==> src/rtl/stdp_seq_pkg.sv <==
// Shared definitions for the spike frame sequencer: sequencer states and default sizing.
package stdp_seq_pkg;

  localparam int DEF_NUM_SPIKES   = 16;
  localparam int DEF_TIME_W       = 5;
  localparam int DEF_TRAIN_PERIOD = 24;
  localparam int DEF_TEST_PERIOD  = 8;
  localparam int DEF_NEUR_W       = 4;

  typedef enum logic [1:0] {
    IDLE     = 2'd0,
    RUN      = 2'd1,
    WAIT_RES = 2'd2
  } seq_state_e;

  // Completed-frame counter step; wraps naturally at 16 bits.
  function automatic logic [15:0] inc_wrap16(input logic [15:0] v);
    return v + 16'd1;
  endfunction

endpackage

==> src/rtl/spike_frame_buf.sv <==
// One-entry valid/ready holding buffer for an offered spike frame plus its mode bit.
module spike_frame_buf #(
  parameter int DATA_W = 8
) (
  input  logic              clk,
  input  logic              rst,
  input  logic              in_valid_i,
  output logic              in_ready_o,
  input  logic [DATA_W-1:0] in_data_i,
  output logic              out_valid_o,
  input  logic              out_pop_i,
  output logic [DATA_W-1:0] out_data_o
);

  logic              full_q, full_d;
  logic [DATA_W-1:0] data_q, data_d;
  logic              push_s;

  // Ready is forced low during reset so nothing is taken while the block is cleared.
  assign in_ready_o  = ~full_q & ~rst;
  assign push_s      = in_valid_i & in_ready_o;
  assign out_valid_o = full_q;
  assign out_data_o  = data_q;

  // Next-state for the single slot; push only when empty, pop only when full.
  always_comb begin
    full_d = full_q;
    data_d = data_q;
    if (push_s) begin
      full_d = 1'b1;
      data_d = in_data_i;
    end else if (out_pop_i) begin
      full_d = 1'b0;
    end else begin
      full_d = full_q;
    end
  end

  // Slot registers.
  always_ff @(posedge clk) begin
    if (rst) begin
      full_q <= 1'b0;
      data_q <= '0;
    end else begin
      full_q <= full_d;
      data_q <= data_d;
    end
  end

endmodule

==> src/rtl/spike_frame_sequencer.sv <==
// Plays buffered spike-time frames one time step per cycle and collects the test-frame winner.
// Build option: define SPIKE_NO_FIRE_EN to treat an all-ones channel time as "never spikes".
module spike_frame_sequencer
  import stdp_seq_pkg::*;
#(
  parameter int NUM_SPIKES   = DEF_NUM_SPIKES,
  parameter int TIME_W       = DEF_TIME_W,
  parameter int TRAIN_PERIOD = DEF_TRAIN_PERIOD,
  parameter int TEST_PERIOD  = DEF_TEST_PERIOD,
  parameter int NEUR_W       = DEF_NEUR_W
) (
  input  logic                         clk,
  input  logic                         rst,
  input  logic                         training,
  input  logic                         in_valid,
  output logic                         in_ready,
  input  logic [NUM_SPIKES*TIME_W-1:0] in_spike_times,
  output logic [TIME_W-1:0]            time_val,
  output logic [NUM_SPIKES-1:0]        spikes_now,
  output logic                         frame_active,
  output logic                         frame_training,
  input  logic [NEUR_W-1:0]            winning_neuron,
  output logic                         result_valid,
  input  logic                         result_ready,
  output logic [NEUR_W-1:0]            result_neuron,
  output logic [15:0]                  frame_count
);

  localparam int                 TIMES_W    = NUM_SPIKES * TIME_W;
  localparam int                 BUF_W      = TIMES_W + 1;
  localparam logic [TIME_W-1:0]  TRAIN_LAST = TIME_W'(TRAIN_PERIOD - 1);
  localparam logic [TIME_W-1:0]  TEST_LAST  = TIME_W'(TEST_PERIOD - 1);

  if ((TEST_PERIOD < 1) || (TRAIN_PERIOD > (2 ** TIME_W))) begin : g_bad_params
    $error("spike_frame_sequencer: need 1 <= TEST_PERIOD and TRAIN_PERIOD <= 2**TIME_W");
  end

  seq_state_e          state_q, state_d;
  logic [TIME_W-1:0]   time_q, time_d;
  logic [TIMES_W-1:0]  times_q, times_d;
  logic                train_q, train_d;
  logic                res_valid_q, res_valid_d;
  logic [NEUR_W-1:0]   res_neuron_q, res_neuron_d;
  logic [15:0]         count_q, count_d;

  logic                buf_full_s;
  logic [BUF_W-1:0]    buf_data_s;
  logic                load_s;
  logic                capture_s;
  logic                done_s;
  logic [TIME_W-1:0]   last_time_s;

  spike_frame_buf #(
    .DATA_W(BUF_W)
  ) u_buf (
    .clk        (clk),
    .rst        (rst),
    .in_valid_i (in_valid),
    .in_ready_o (in_ready),
    .in_data_i  ({training, in_spike_times}),
    .out_valid_o(buf_full_s),
    .out_pop_i  (load_s),
    .out_data_o (buf_data_s)
  );

  // Period is a property of the active frame, never of the live training input.
  assign last_time_s = train_q ? TRAIN_LAST : TEST_LAST;

`ifdef SPIKE_NO_FIRE_EN
  function automatic logic chan_fires(input logic [TIME_W-1:0] t_ch, input logic [TIME_W-1:0] now);
    return (t_ch == now) && (t_ch != {TIME_W{1'b1}});
  endfunction
`else
  function automatic logic chan_fires(input logic [TIME_W-1:0] t_ch, input logic [TIME_W-1:0] now);
    return (t_ch == now);
  endfunction
`endif

  // Sequencer next-state: step time, resolve the result slot, chain or retire frames.
  always_comb begin
    state_d      = state_q;
    time_d       = time_q;
    times_d      = times_q;
    train_d      = train_q;
    res_valid_d  = res_valid_q;
    res_neuron_d = res_neuron_q;
    count_d      = count_q;
    load_s       = 1'b0;
    capture_s    = 1'b0;
    done_s       = 1'b0;

    case (state_q)
      IDLE: begin
        load_s = buf_full_s;
      end
      RUN: begin
        if (time_q != last_time_s) begin
          time_d = time_q + TIME_W'(1);
        end else if (train_q) begin
          done_s = 1'b1;
        end else if (!res_valid_q || result_ready) begin
          capture_s = 1'b1;
          done_s    = 1'b1;
        end else begin
          state_d = WAIT_RES;
        end
      end
      WAIT_RES: begin
        if (result_ready) begin
          capture_s = 1'b1;
          done_s    = 1'b1;
        end else begin
          state_d = WAIT_RES;
        end
      end
      default: begin
        state_d = IDLE;
        time_d  = '0;
      end
    endcase

    // A waiting buffered frame starts on the very next cycle, without an idle bubble.
    if (done_s) begin
      count_d = inc_wrap16(count_q);
      if (buf_full_s) begin
        load_s = 1'b1;
      end else begin
        state_d = IDLE;
        time_d  = '0;
      end
    end else begin
      count_d = count_q;
    end

    if (load_s) begin
      state_d = RUN;
      time_d  = '0;
      times_d = buf_data_s[TIMES_W-1:0];
      train_d = buf_data_s[BUF_W-1];
    end else begin
      times_d = times_q;
    end

    if (capture_s) begin
      res_valid_d  = 1'b1;
      res_neuron_d = winning_neuron;
    end else if (result_ready) begin
      res_valid_d = 1'b0;
    end else begin
      res_valid_d = res_valid_q;
    end
  end

  // Sequencer registers.
  always_ff @(posedge clk) begin
    if (rst) begin
      state_q      <= IDLE;
      time_q       <= '0;
      times_q      <= '0;
      train_q      <= 1'b0;
      res_valid_q  <= 1'b0;
      res_neuron_q <= '0;
      count_q      <= 16'd0;
    end else begin
      state_q      <= state_d;
      time_q       <= time_d;
      times_q      <= times_d;
      train_q      <= train_d;
      res_valid_q  <= res_valid_d;
      res_neuron_q <= res_neuron_d;
      count_q      <= count_d;
    end
  end

  // Spike pulses only while stepping; a stalled frame holds its last time silently.
  always_comb begin
    spikes_now = '0;
    for (int i = 0; i < NUM_SPIKES; i++) begin
      spikes_now[i] = (state_q == RUN) && chan_fires(times_q[i*TIME_W +: TIME_W], time_q);
    end
  end

  assign time_val       = time_q;
  assign frame_active   = (state_q != IDLE);
  assign frame_training = train_q;
  assign result_valid   = res_valid_q;
  assign result_neuron  = res_neuron_q;
  assign frame_count    = count_q;

endmodule

==> config.mk <==
export PLATFORM = sky130hd
export DESIGN_NAME = spike_frame_sequencer
export DESIGN_NICKNAME = d
export VERILOG_FILES = /design/src/rtl/stdp_seq_pkg.sv /design/src/rtl/spike_frame_buf.sv /design/src/rtl/spike_frame_sequencer.sv
export SDC_FILE = /design/constraint.sdc
export NUM_CORES = 1
export LEC_CHECK = 0
export CORE_MARGIN = 3
export CORE_UTILIZATION = 50
export DETAILED_ROUTE_END_ITERATION = 7
export GPL_TIMING_DRIVEN = 0
export PLACE_DENSITY = 0.75
export SYNTH_ARGS = -nofsm -noshare
export SYNTH_HDL_FRONTEND = slang
export SYNTH_SLANG_ARGS = --single-unit
export TNS_END_PERCENT = 50
==> constraint.sdc <==
create_clock -name clk -period 3.2 [get_ports clk]
set_clock_uncertainty 0.2 [all_clocks]
set_input_delay 0.64 -clock clk [delete_from_list [all_inputs] [get_ports clk]]
set_output_delay 0.64 -clock clk [all_outputs]
set_load 0.005 [all_outputs]
==> summary.txt, run 1 <==
Run status
  – Status: complete, no violations

STA
  – Highest clock rate: 0.3132 GHz
  – Final setup viols: 0
  – Slew Limit Fails: 0
  – Max transition margin: 48.60%
  – Final Hold Vio Count: 0
  – Unrepaired setup endpoints after global routing: true
  – Period minus WS final: 3.193 ns
  – Final period utilization: 99.77%
  – Worst-Margin Slew: 0.7710 ns

Detailed routing
  – Drt via density: 5.569
  – TritonRoute pass-1 iters: 5
  – DRC violations left: 0
  – Met2 Wirelength: 11000 um
  – Drt wl/cell: 16.56 um
  – Met1 WL: 10810 um
  – Starting DRC count in detailed routing: 623
  – Vias: 7919
  – Top routing layer used: met4
  – Routed WL: 23550 um
  – WL met3: 1211 um
  – Post-route ant nets: 0

Die
  – # IOs: 134
  – Core area: 0.01682 mm^2
  – Starting Density: 51.95%
  – Die Wd: 138.2 um
  – Die H: 138.2 um
  – Num rows: 47
  – Die ar.: 0.01910 mm^2

Clock network
  – Htree depth: 4
  – Clk sink count: 191
  – CTS tree: done
  – Clock Root Buffer: clkbuf_16
  – Number of post-CTS setup repair buffers: 0
  – Cts hold-fix bufs: 0
  – Clock-pin slew on the worst setup and hold paths: 0.06 ns
  – Clk_lat worst skew: 0.44 ns
  – CTS buffer count: 17
  – Clk buf depth: 2

Synth
  – EDFF count, synth: 0
  – Mapped Nets: 1136
  – Most used DFF post-synth: dfxtp_1
  – Top cell type's share of synthesized area: 43.76%
  – Gate Count Post-Synth: 1041
  – Largest cells by area after synthesis: dfxtp_1 (44%), o211ai_1 (7.0%), xnor2_1 (6.6%), nand2b_1 (6.4%), a21oi_1 (5.2%)
  – Mapped cell area: 0.008737 mm^2
  – Synth Warn #: 0
  – Ys async rst share: 0%
  – #FFs+latches synth: 191
  – Top cell type by total area after synthesis: dfxtp_1
  – Unique masters post-synth: 49
  – Seq/Total Area, Yosys: 43.76%
  – Syn avg cell area: 8.393 um^2

Power
  – Max VDD drop: 438.9 uV
  – Comb power frac: 13.4%
  – Clock power share: 38.2%
  – Pint: 3.980 mW
  – Sw Share: 25.22%
  – Seq pwr share: 48.4%
  – Pwr dens: 482.4 mW/mm^2
  – Lkg Pwr: 3.623 nW
  – Psw: 1.342 mW

Place
  – DP HPWL: 16170 um
  – Port buffer count: 132
  – Placed Cells: 1393
  – GPL Wtd Cong: 0.8736

Critical path
  – Worst stage delay on the critical path: 0.55 ns
  – Cell chain of the critical path: inv_1, ha_1, buf_4, clkinv_4, clkbuf_8, nor3_2, clkdlybuf4s50_1
  – Worst EP arrival: 2.35 ns
  – Kind of end point of the critical path: output pin
  – CP max stage cell: clkdlybuf4s50_1
  – Crit path launch: state_q[1]
  – Reg2reg start: state_q[0]
  – Critical path buffers and inverters: 5
  – R2r worst-path depth: 7
  – Setup CP Type: flip-flop to output pin
  – Worst-path fanout max: 10
  – Cell family with most CP delay: buffers and inverters
  – Startpoint Class: flip-flop
  – R2R Path End: times_q[63]
  – Internal reg-to-reg setup slack: 0.36 ns
  – Setup crit end: spikes_now[6]
  – CP Depth: 7
  – Critical Path RT: 2.36 ns

Global route
  – Initial antenna violation count: 0
  – Vias in the first global route: 7606
  – Total grt overflow: 0
  – Largest net degree at the start of global routing: 17
  – Total Routing Usage GR: 24.22%
  – First-pass GRT wire length: 38490 um

Layout
  – Ant. Diodes: 0
  – Commonest non-fill, non-tap cell in the layout: dfxtp_1
  – Fin cells: 1422
  – Final core occ: 65.60%
  – Layout Nets: 1285
  – Most frequent cells in the layout: dfxtp_1 (187), clkdlybuf4s50_1 (132), nand2_1 (96)
  – Ratio of cells with drive above 1 in the final layout: 6.240%
  – Area added between synthesis and finish: 26.28%

Hold path
  – HP Class: flip-flop to flip-flop
  – Hold path depth: 2
  – Hold Startpoint: u_buf.out_data_o[50]

Run
  – Max-cap violations: 0
cell families (layout without fill, tap and decap cells):
| family | Yosys count | in the layout | share of synthesized area, % |
|---|---|---|---|
| AOI/OAI and AO/OA | 282 | 282 | 19.36 |
| xor gates and xnor gates | 83 | 83 | 8.320 |
| buffers and inverters | 109 | 270 | 4.898 |
| and+or+nand+nor | 359 | 359 | 21.44 |
| adders and majority gates | 6 | 6 | 0.8592 |
| muxes | 11 | 11 | 1.361 |
| DFF | 191 | 191 | 43.76 |
synth_stat cells (2+ instances only):
master,count
buf_1,17
clkbuf_1,69
ha_1,6
a21oi_1,91
nor3b_1,2
or4_1,6
o21a_1,2
nand2_1,96
nor3_1,19
or3_1,3
o211ai_1,81
and4_1,2
xnor2_1,66
nand2b_1,89
and3_1,2
nor4_1,5
mux2_2,7
and2_1,4
nand3_1,86
a31oi_1,3
nor2b_1,8
o21ai_0,88
nor2_1,13
xor2_1,17
mux2i_1,4
o31ai_1,5
buf_2,15
dfxtp_1,191
inv_1,7
nand4_1,18
power by group through the flow:
stage	Clock, mW	Combinational, mW	Sequential, mW
4_1_cts	2.04	0.715	2.57
6_report	2.03	0.715	2.57
2_1_floorplan	0	0.389	2.60
5_1_grt	2.13	0.789	2.59
3_5_place_dp	0	0.683	2.62
3_3_place_gp	0	0.674	2.62
tightest hold or removal path, delay by kind of cell, from the launching register on:
family / cells / cell delay [ns]
compound gates: 1 / 0.06
flops: 1 / 0.31
simple gates: 1 / 0.06
worst min-delay path by stage:
stage	to	slack, ns
2_1_floorplan	u_buf.out_data_o[10]	0.25
3_3_place_gp	result_neuron[3]	0.26
3_5_place_dp	u_buf.out_data_o[19]	0.27
4_1_cts	u_buf.out_data_o[50]	0.28
5_1_grt	times_q[33]	0.30
6_report	u_buf.out_data_o[50]	0.28
layout make-up:
class                   instances  area [um^2]
plain buffers                  99        478.0
well taps                     220        275.3
clock buffers                  26        499.2
inverters                       8        35.03
repair buffers                132         1321
clock inverters                 5        55.05
fillers                      1499         5786
flip-flops and latches        191         3829
multi-input cells             741         4541
metal layers:
| layer | vias to the layer above | track usage [%] |
|---|---|---|
| met2 | 241 | 38.93 |
| met1 | 3694 | 33.36 |
| met4 | 0 | 8.580 |
| met3 | 39 | 3.695 |
| li1 | 3945 | - |
| met5 | - | 0 |
flip-flops by register name, summed over array words and instances, names as in the netlist:
name	count
frame_count	16
frame_training	1
result_neuron	4
result_valid	1
state_q	2
time_val	5
times_q	80
u_buf.out_data_o	81
u_buf.out_valid_o	1
timing repair:
action | CTS | global route
gates resized for setup | 44 | 8
endpoints found under the setup margin | 16 | 14
gates cloned | 0 | 0
stage by stage:
stage               cell area [um^2]   TNS [ns]  power, mW  hold WS (ns)  setup WS (ns)
CTS                            11020  -0.008940      5.329        0.2789      -0.004153
finish                         11030          0      5.322        0.2758       0.007486
floorplan                       8737          0      2.990        0.2495         0.7133
detailed placement             10330     -19.26      3.308        0.2681        -0.5082
global route                   11030   -0.09201      5.503        0.2975       -0.03768
global placement               10330     -23.89      3.294        0.2596        -0.5227
(Power assumes the default switching activity.)
==> inputs of run 2 (changes only) <==
--- a/config.mk
+++ b/config.mk
@@ -6,10 +6,9 @@
 export NUM_CORES = 1
 export LEC_CHECK = 0
 export CORE_MARGIN = 3
-export CORE_UTILIZATION = 50
+export CORE_UTILIZATION = 45
 export DETAILED_ROUTE_END_ITERATION = 7
-export GPL_TIMING_DRIVEN = 0
-export PLACE_DENSITY = 0.75
+export PLACE_DENSITY = 0.69
 export SYNTH_ARGS = -nofsm -noshare
 export SYNTH_HDL_FRONTEND = slang
 export SYNTH_SLANG_ARGS = --single-unit
==> summary.txt, run 2 (synthesis results as in run 1) <==
Place
  – DP HPWL: 12940 um
  – Port buffer count: 133
  – Placed Cells: 1352
  – Placed Area: 0.01025 mm^2
  – GPL Wtd Cong: 0.8211

Power
  – Comb power frac: 12.1%
  – Pint: 4.039 mW
  – Final Power: 5.409 mW
  – Seq pwr share: 48.0%
  – Sw Share: 25.32%
  – Psw: 1.369 mW
  – Max VDD drop: 418.1 uV
  – Pwr dens: 496.5 mW/mm^2
  – Lkg Pwr: 3.564 nW
  – Clock power share: 40.0%

Layout
  – Area added between synthesis and finish: 24.67%
  – Layout Nets: 1206
  – Most frequent cells in the layout: dfxtp_1 (185), clkdlybuf4s50_1 (132), nand2_1 (96)
  – Fin cells: 1384
  – Design area: 0.01089 mm^2
  – Number of flip-flops in the largest register: 81
  – Commonest non-fill, non-tap cell in the layout: dfxtp_1
  – Ant. Diodes: 0
  – Ratio of cells with drive above 1 in the final layout: 7.028%

Critical path
  – Startpoint Class: flip-flop
  – Reg2reg start: time_val[0]
  – Setup crit end: spikes_now[13]
  – Crit path launch: state_q[1]
  – Worst EP arrival: 2.23 ns
  – R2R Path End: frame_count[15]
  – Kind of end point of the critical path: output pin
  – Worst-path fanout max: 8
  – R2r worst-path depth: 6
  – Setup CP Type: flip-flop to output pin
  – Internal reg-to-reg setup slack: 0.50 ns
  – Critical Path RT: 2.36 ns

Die
  – Die H: 145.3 um
  – Starting Density: 46.25%
  – Die ar.: 0.02112 mm^2
  – Num rows: 50
  – # IOs: 134
  – Core area: 0.01889 mm^2
  – Die Wd: 145.3 um

Detailed routing
  – WL met3: 1003 um
  – Met2 Wirelength: 9873 um
  – Met1 WL: 10360 um
  – DRC violations left: 0
  – Vias: 7525
  – Routed WL: 21600 um
  – Drt wl/cell: 15.61 um
  – Post-route ant nets: 0
  – Drt via density: 5.437
  – TritonRoute pass-1 iters: 5
  – Starting DRC count in detailed routing: 591
  – Top routing layer used: met4

Clock network
  – Clk_lat worst skew: 0.44 ns
  – Clk buf depth: 2
  – CTS tree: done
  – Htree depth: 4
  – CTS buffer count: 17
  – Clk sink count: 191
  – Number of post-CTS setup repair buffers: 0
  – Clock-pin slew on the worst setup and hold paths: 0.07 ns
  – Clock Root Buffer: clkbuf_16

Global route
  – Vias in the first global route: 7110
  – Total Routing Usage GR: 20.31%
  – Largest net degree at the start of global routing: 198
  – Total grt overflow: 0
  – Initial antenna violation count: 0
  – First-pass GRT wire length: 36300 um

Hold path
  – HP Class: flip-flop to flip-flop

STA
  – Worst-Margin Slew: 0.7902 ns
  – Slew Limit Fails: 0
  – Period minus WS final: 3.073 ns
  – Max transition margin: 47.32%
  – Final Hold Vio Count: 0
  – Final setup viols: 0
  – Setup tns final: 0 ns
  – Highest clock rate: 0.3254 GHz
  – Final period utilization: 96.03%

Run status
  – Status: complete, no violations

Run
  – Max-cap violations: 0
-- run 2: cell types whose count changed in the layout (fill, tap and decap cells not counted), sizes merged --
cell,delta
clkinvlp,+2
clkbuf,-71
inv,+2
bufinv,+1
clkinv,+1
buf,-13
-- run 2: routing by layer --
layer  up-vias  global-route usage, %
met4         0                  5.698
met1      3524                  28.64
li1       3789                      -
met5         -                      0
met2       182                  31.78
met3        30                  4.173
-- run 2: power by group through the flow --
| stage | Combinational (mW) | Sequential (mW) | Clock (mW) |
|---|---|---|---|
| floorplan | 0.389 | 2.60 | 0 |
| global placement | 0.645 | 2.65 | 0 |
| detailed placement | 0.649 | 2.65 | 0 |
| CTS | 0.653 | 2.59 | 2.19 |
| global route | 0.730 | 2.61 | 2.30 |
| finish | 0.653 | 2.59 | 2.16 |
-- run 2: per-stage QoR --
| step | setup WS, ns | util (%) | hold slack [ns] |
|---|---|---|---|
| 2_1_floorplan | 0.7133 | - | 0.2495 |
| 3_3_place_gp | 0.3352 | 54.27 | 0.2588 |
| 3_5_place_dp | 0.3275 | 54.27 | 0.2652 |
| 4_1_cts | 0.006228 | 57.48 | 0.2766 |
| 5_1_grt | -0.0009324 | 57.66 | 0.2931 |
| 6_report | 0.1270 | 57.66 | 0.2744 |
-- run 2: what timing repair did --
| action | 4_1_cts | 5_1_grt |
|---|---|---|
| resized for setup | 3 | 7 |
| cloned | 0 | 0 |
| pin swaps | 0 | 0 |
| setup endpoints to repair | 12 | 7 |
| hold buffers | 0 | 0 |
-- run 2: cell type report --
| class | count | area (um^2) |
|---|---|---|
| clock buffer | 21 | 470.5 |
| clock inverter | 11 | 130.1 |
| fill | 1772 | 8000 |
| inverter | 8 | 31.28 |
| multi-input combinational | 741 | 4548 |
| sequential | 191 | 3841 |
| tap | 260 | 325.3 |
| timing repair buffer | 152 | 1546 |
-- run 2: worst min-delay path by stage --
stage	start	end	slack (ns)	cells after the start
final	u_buf.out_data_o[20]	u_buf.out_data_o[20]	0.27	2
after global routing	u_buf.out_data_o[55]	u_buf.out_data_o[55]	0.29	2
after CTS	u_buf.out_data_o[55]	u_buf.out_data_o[55]	0.28	2
after detailed placement	u_buf.out_data_o[55]	u_buf.out_data_o[55]	0.27	2
after global placement	result_neuron[2]	result_neuron[2]	0.26	2
after floorplan	u_buf.out_data_o[10]	u_buf.out_data_o[10]	0.25	2
-- run 2: critical path, stage by stage, from the launching register on --
cell and delay [ns]:
dfxtp_1 0.34, inv_1 0.12, ha_1 0.20, clkinv_2 0.14
buf_4 0.22, nor3_1 0.24, clkdlybuf4s50_1 0.54
==> inputs of run 3 (changes only) <==
--- a/config.mk
+++ b/config.mk
@@ -5,10 +5,11 @@
 export SDC_FILE = /design/constraint.sdc
 export NUM_CORES = 1
 export LEC_CHECK = 0
+export CAP_MARGIN = 25
 export CORE_MARGIN = 3
-export CORE_UTILIZATION = 45
+export CORE_UTILIZATION = 55
 export DETAILED_ROUTE_END_ITERATION = 7
-export PLACE_DENSITY = 0.69
+export PLACE_DENSITY = 0.81
 export SYNTH_ARGS = -nofsm -noshare
 export SYNTH_HDL_FRONTEND = slang
 export SYNTH_SLANG_ARGS = --single-unit
==> summary.txt, run 3 (synthesis results as in run 1) <==
STA
  – Slew Limit Fails: 0
  – Worst hold margin: 0.2771 ns
  – Period minus WS final: 3.111 ns
  – Max transition margin: 34.96%
  – Highest clock rate: 0.3214 GHz
  – Setup tns final: 0 ns
  – Final period utilization: 97.22%
  – Final Hold Vio Count: 0
  – Final setup viols: 0
  – Worst-Margin Slew: 0.9756 ns
  – Unrepaired setup endpoints after global routing: false

Power
  – Max VDD drop: 386.8 uV
  – Lkg Pwr: 3.622 nW
  – Pwr dens: 507.0 mW/mm^2
  – Final Power: 5.514 mW

Layout
  – Area added between synthesis and finish: 24.49%
  – Final core occ: 70.76%
  – Ant. Diodes: 0
  – Number of flip-flops in the largest register: 81
  – Ratio of cells with drive above 1 in the final layout: 6.979%
  – Most frequent cells in the layout: dfxtp_1 (187), clkdlybuf4s50_1 (132), nand2_1 (96)
  – Design area: 0.01088 mm^2
  – Layout Nets: 1214
  – Commonest non-fill, non-tap cell in the layout: dfxtp_1

Detailed routing
  – TritonRoute pass-1 iters: 7
  – Post-route ant nets: 0
  – Starting DRC count in detailed routing: 605
  – Drt wl/cell: 15.79 um
  – Routed WL: 21210 um
  – Vias: 7771
  – DRC violations left: 0
  – Drt via density: 5.786

Clock network
  – Cts hold-fix bufs: 0
  – Clock-pin slew on the worst setup and hold paths: 0.06 ns
  – Clk_lat worst skew: 0.43 ns
  – Htree depth: 4
  – CTS tree: done
  – CTS buffer count: 17
  – Clk buf depth: 2
  – Clk sink count: 191
  – Clock Root Buffer: clkbuf_16

Hold path
  – Hold path depth: 2
  – HP Class: flip-flop to flip-flop
  – Hold Startpoint: u_buf.out_data_o[67]
  – Hold Path Sink: u_buf.out_data_o[67]

Critical path
  – Kind of end point of the critical path: output pin
  – Worst-path fanout max: 10
  – R2R Path End: times_q[1]
  – Internal reg-to-reg setup slack: 0.53 ns
  – R2r worst-path depth: 7
  – Reg2reg start: state_q[0]
  – Startpoint Class: flip-flop
  – Setup CP Type: flip-flop to output pin
  – Worst EP arrival: 2.27 ns
  – Critical Path RT: 2.36 ns

Global route
  – Initial antenna violation count: 0
  – Total grt overflow: 0
  – First-pass GRT wire length: 35290 um
  – Vias in the first global route: 7273
  – Largest net degree at the start of global routing: 110
  – Total Routing Usage GR: 23.95%

Die
  – Num rows: 45
  – Die H: 132.0 um
  – Starting Density: 56.84%
  – Die ar.: 0.01743 mm^2
  – Die Wd: 132.0 um
  – Core area: 0.01537 mm^2
  – # IOs: 134

Run status
  – Status: complete, no violations

Place
  – GPL Wtd Cong: 0.8484
  – Port buffer count: 133
  – DP HPWL: 13100 um
  – Placed Area: 0.01024 mm^2

Run
  – Max-cap violations: 0
-- run 3: changes by cell type in the layout (fill, tap and decap cells not counted), moves of 2 or more --
cell,previous run,this run
bufinv_16,2,4
dfxtp_4,4,1
nor3_1,13,19
nor3_2,6,0
buf_4,14,22
dfxtp_1,185,187
-- run 3: worst max path at each step --
stage / from / end / slack, ns / depth (start not counted)
after global placement: result_ready / times_q[3] / 0.39 / 6
after floorplan: time_val[1] / spikes_now[10] / 0.71 / 5
after detailed placement: result_ready / times_q[2] / 0.33 / 6
after CTS: time_val[1] / spikes_now[5] / 0.01 / 5
after global routing: state_q[0] / spikes_now[14] / 0.009 / 5
final: state_q[0] / spikes_now[15] / 0.09 / 5
-- run 3: repair_timing --
| item | in CTS | in global routing |
|---|---|---|
| setup endpoints to repair | 0 | 12 |
| gates resized for setup | 0 | 3 |
| buffers inserted | 0 | 0 |
-- run 3: area by class of cell --
class / instances / area (um^2)
well taps: 211 / 264.0
inverters: 8 / 30.03
clock inverters: 13 / 183.9
fillers: 1233 / 4494
repair buffers: 160 / 1607
flip-flops and latches: 191 / 3831
multi-input cells: 741 / 4508
clock buffers: 19 / 452.9
-- run 3: routing by layer --
metal  GRT usage, %  part of all wire, %  vias to the layer above
li1               -                    -                     3805
met1          31.95                   45                     3632
met2          38.40                   46                      288
met3          5.000                  6.1                       46
met4          8.926                  2.5                        0
met5              0                    0                        -
-- run 3: stage by stage --
stage                     worst slack (ns)  std cells
after detailed placement            0.3262       1311
after global placement              0.3870       1311
after CTS                          0.01078       1343
after global routing              0.009233       1343
final                              0.08901       1343
after floorplan                     0.7133       1041
-- run 3: worst max-delay path, cell delays in order (launching register included) --
cell	delay, ns
dfxtp_1	0.46
ha_1	0.22
clkinv_1	0.10
buf_4	0.20
nor3_1	0.29
clkdlybuf4s50_1	0.57
-- run 3: power by group --
part / internal (mW) / switching (mW)
Clock: 1.35 / 0.917
Combinational: 0.322 / 0.334
Sequential: 2.50 / 0.0940
Total: 4.17 / 1.34
